===== src/rtl/allbit_run_monitor.sv =====
// rtl/allbit_run_monitor.sv - registered masked all-zero/all-one detector with run counters and sticky alarms
module allbit_run_monitor #(
   parameter int WIDTH  = 32,
   parameter int CNT_W  = 8,
   parameter int THRESH = 4
) (
   input  logic             clk,
   input  logic             reset,
   input  logic             in_valid,
   input  logic [WIDTH-1:0] x,
   input  logic [WIDTH-1:0] mask,
   input  logic             clear,
   output logic             out_valid,
   output logic             zero,
   output logic             one,
   output logic [1:0]       state,
   output logic [CNT_W-1:0] zero_run,
   output logic [CNT_W-1:0] one_run,
   output logic             zero_alarm,
   output logic             one_alarm
);

   localparam logic [1:0] ST_MIXED = 2'd0;
   localparam logic [1:0] ST_ZERO  = 2'd1;
   localparam logic [1:0] ST_ONE   = 2'd2;
   localparam logic [1:0] ST_BOTH  = 2'd3;

   localparam logic [CNT_W-1:0] CNT_MAX = {CNT_W{1'b1}};
   localparam logic [CNT_W-1:0] THR     = CNT_W'(THRESH);
   localparam logic [CNT_W-1:0] CNT_ONE = CNT_W'(1);

   logic             zero_c;
   logic             one_c;
   logic [CNT_W-1:0] zero_base;
   logic [CNT_W-1:0] one_base;
   logic [CNT_W-1:0] zero_next;
   logic [CNT_W-1:0] one_next;
   logic [1:0]       state_next;

   // An empty mask makes both conditions vacuously true.
   assign zero_c = ~|(x & mask);
   assign one_c  = &(x | ~mask);

   always_comb begin
      // A clear restarts the runs so the word in the same cycle counts as the first of a new run.
      zero_base = clear ? '0 : zero_run;
      one_base  = clear ? '0 : one_run;
      zero_next = '0;
      one_next  = '0;
      if (zero_c) begin
         zero_next = (zero_base == CNT_MAX) ? CNT_MAX : zero_base + CNT_ONE;
      end
      if (one_c) begin
         one_next = (one_base == CNT_MAX) ? CNT_MAX : one_base + CNT_ONE;
      end
      state_next = ST_MIXED;
      if (zero_c && one_c) begin
         state_next = ST_BOTH;
      end else if (zero_c) begin
         state_next = ST_ZERO;
      end else if (one_c) begin
         state_next = ST_ONE;
      end
   end

   always_ff @(posedge clk) begin
      if (reset) begin
         out_valid  <= 1'b0;
         zero       <= 1'b0;
         one        <= 1'b0;
         state      <= ST_MIXED;
         zero_run   <= '0;
         one_run    <= '0;
         zero_alarm <= 1'b0;
         one_alarm  <= 1'b0;
      end else begin
         out_valid <= in_valid;
         if (in_valid) begin
            zero       <= zero_c;
            one        <= one_c;
            state      <= state_next;
            zero_run   <= zero_next;
            one_run    <= one_next;
            zero_alarm <= (zero_alarm & ~clear) | (zero_next >= THR);
            one_alarm  <= (one_alarm & ~clear) | (one_next >= THR);
         end else if (clear) begin
            state      <= ST_MIXED;
            zero_run   <= '0;
            one_run    <= '0;
            zero_alarm <= 1'b0;
            one_alarm  <= 1'b0;
         end
      end
   end

endmodule


===== config.mk =====
export PLATFORM = sky130hd
export DESIGN_NAME = allbit_run_monitor
export DESIGN_NICKNAME = d
export VERILOG_FILES = /design/src/rtl/allbit_run_monitor.sv
export SDC_FILE = /design/constraint.sdc
export NUM_CORES = 1
export LEC_CHECK = 0
export BUFFER_PORTS_ARGS = -buffer_cell sky130_fd_sc_hd__clkbuf_2
export CAP_MARGIN = 20
export CELL_PAD_IN_SITES_DETAIL_PLACEMENT = 0
export CELL_PAD_IN_SITES_GLOBAL_PLACEMENT = 1
export CORE_ASPECT_RATIO = 1.1
export CORE_MARGIN = 2
export CORE_UTILIZATION = 28
export CTS_CLUSTER_DIAMETER = 150
export CTS_CLUSTER_SIZE = 20
export DETAILED_ROUTE_END_ITERATION = 10
export GPL_TIMING_DRIVEN = 0
export PLACE_DENSITY = 0.77
export SYNTH_ARGS = -nofsm -noshare
export SYNTH_HDL_FRONTEND = slang
export SYNTH_SLANG_ARGS = --single-unit

===== constraint.sdc =====
create_clock -name clk -period 1.7 [get_ports clk]
set_clock_uncertainty 0.15 [all_clocks]
set_input_delay 0.34 -clock clk [delete_from_list [all_inputs] [get_ports clk]]
set_output_delay 0.34 -clock clk [all_outputs]
set_load 0.02 [all_outputs]

==> results.cfg <==
[global_route]
grt_max_degree = 14
grt_overflow = 0
antenna_found_initial = 0
track_usage_pct = 17.4
grt_pass1_vias = 1954
grt_pass1_wl_mm = 9.47

[setup_path]
crit_fanout = 3
crit_cells = 8
slowest_stage = a2111oi_4
slowest_delay_ns = 0.30
path_buf_inv = 2
endpoint_kind = flop
cp_cell_sequence = buf_6 -> and2b_1 -> a2111oi_4 -> nand4_1 -> nor3_4 -> buf_6 -> nand2_4 -> a211oi_2
worstSetupPathType = input pin to flop
worstPathArrival_ns = 1.83
critPathTopFamily = simple AND/OR/NAND/NOR gates
crit_path_frequent_cell = buf_6
worstPathRequired_ns = 1.73
worstRegToRegCells = 6
cp-start-kind = input pin

[final_layout]
area.growth.synth_to_final_pct = 63.7
insertedDiodeCount = 0
drive_gt1_share_pct = 53.4
num-fill-cells = 587
nNetsFinal = 391
fin_area_mm2 = 0.00279
utilization_pct = 48.0

[die]
rows = 29
initial_utilization_pct = 29.3
core-area_mm2 = 0.00581
die_h_um = 85.8
io_pins = 91
die_x_um = 78.3
die-area_mm2 = 0.00672

[timing]
period_share_pct = 106
rsz0062_at_grt = true
finalSetupViolCount = 14
layout_setup_ws_ns = -0.0976
slew_viol_final = 0
tightest_slew_ns = 0.683
fmax_mhz = 556
min_period_ns = 1.80
hold_violations = 0
relSlewSlack_pct = 54.4

[synthesis]
yosys.area.top_type = dfxtp_1
ys_async_sr_fraction_pct = 0
synth_area_mm2 = 0.00170
synth_top_area_share_pct = 27.1
synth_flop_cell = dfxtp_1
yosysSeqAreaShare_pct = 27.1
synth_warnings = 0
yosysMostFrequentCell = nor2b_1
synth_nets = 282
postSynthCellCount = 214
syn_avg_cell_area_um2 = 7.95
synth-seq-cells = 23
ys_types = 45
synth_area_leaders = dfxtp_1, nor2b_1, a221oi_2
synth_edf_count = 0
synth_common_cells = nor2b_1, dfxtp_1, nand2_1

[pwr]
p_leak_nw = 1.22
pwr-share-clk_pct = 29.3
worst_ir_drop_vdd_uv = 392
p_sw_share_pct = 28.8
power_density_mw_per_mm2 = 433
pwr-share-comb_pct = 26.0
p_switching_w = 0.000347
p_seq_share_pct = 44.7
p_int_w = 0.000860
p_total_w = 0.00121

[drt]
wl_per_cell_um = 14.7
drt.antenna.violating_nets = 0
vias = 2025
wl_mm = 5.87
vias_per_cell = 5.08
drtIter0Drc = 54
drt-pass1-iter-count = 4
drc_errors = 0

[clocking]
numClockSinks = 23
h-tree-depth = 1
clk_latency_ns = 0.27
cts_root_buf = clkbuf_8
clockBufferDepth = 2
cts_tree = yes
cts_made_buffers = 3
clk_pin_slew_ns = 0.09

[place]
post_dp_cell_area_mm2 = 0.00227
place_ws_ns = -0.528
gp_congestion = 0.833
portBuffers = 90
hpwl_mm = 4.52

[min_path]
hold_depth = 4
worstHoldPathType = input pin to flop

[run]
drv_cap = 0

[run_status]
violations = setup timing
outcome = finished, violations left
placed cells by master, fill, tap and decap left out, types with 8 or more instances in the layout:
master / instances
a221oi_2: 8
a22o_1: 8
clkbuf_2: 86
nor2b_1: 17
dfxtp_1: 21
a21oi_1: 12
nand2_1: 15
buf_6: 14
inv_1: 11
nor2_1: 12
layout make-up:
class,instances,area [um2],area share (%)
Inverter,12,45.0,1.62
Clock inverter,1,5.00,0.180
Timing Repair Buffer,104,637,22.9
Buffer,7,37.5,1.35
Sequential cell,23,463,16.6
Multi-Input combinational cell,172,1460,52.4
Tap cell,77,96.3,3.46
Clock buffer,3,41.3,1.48
worst reg2reg max path, delay by kind of cell (launching register included):
family           cells  cell delay [ns]
AO/OA/AOI/OAI        3             0.38
flip-flops           1             0.38
AND/OR/NAND/NOR      3             0.70
metal layers:
metal  part of all wire [%]  vias up  track usage (%)
li1                       -     1024                -
met4                    1.7        0             3.67
met5                      0        -                0
met3                    3.1       10             2.53
met1                     45      944             22.9
met2                     50       47             30.5
registers in the layout, indices dropped and copies added (netlist names):
signal / count
zero: 1
zero_run: 8
one: 1
state: 2
one_run: 8
zero_alarm: 1
out_valid: 1
one_alarm: 1
logic make-up after synthesis:
logic type / after synthesis / share of synthesized area [%]
AND/OR/NAND/NOR: 107 / 36.2
AO/OA/AOI/OAI: 64 / 31.6
flip-flops: 23 / 27.1
buffers and inverters: 19 / 4.56
XOR/XNOR: 1 / 0.515
final timing paths:
check / from / endpoint / slack [ns]
max reg2reg: one_run[6]$_SDFF_PP0_ / one_alarm$_SDFFE_PP0P_ / 0
min reg2reg: zero$_SDFFE_PP0P_ / zero$_SDFFE_PP0P_ / 0.30
min: clear / zero_run[6]$_SDFF_PP0_ / 0.29
max: x[30] / one_run[4]$_SDFF_PP0_ / -0.1
power by group through the flow:
stage	registers (W)	clock network, W	logic (W)
global placement	0.000552	0	0.000246
CTS	0.000540	0.000358	0.000285
detailed placement	0.000552	0	0.000248
floorplan	0.000554	0	0.000112
finish	0.000540	0.000354	0.000314
global route	0.000540	0.000378	0.000339
metrics by stage:
stage / hold slack (ns) / std cells / setup TNS, ns
floorplan: 0.370 / 214 / -0.202
global placement: 0.285 / 381 / -8.05
detailed placement: 0.291 / 381 / -8.28
CTS: 0.295 / 397 / -0.778
global route: 0.314 / 399 / -2.41
finish: 0.289 / 399 / -0.754
timing repair:
item,CTS,global route
endpoints found under the setup margin,18,21
hold buffers,0,0
pin swaps,17,18
buffers inserted,12,2
resized for setup,44,36
endpoints found under the hold margin,0,0
(Power assumes the default switching activity.)
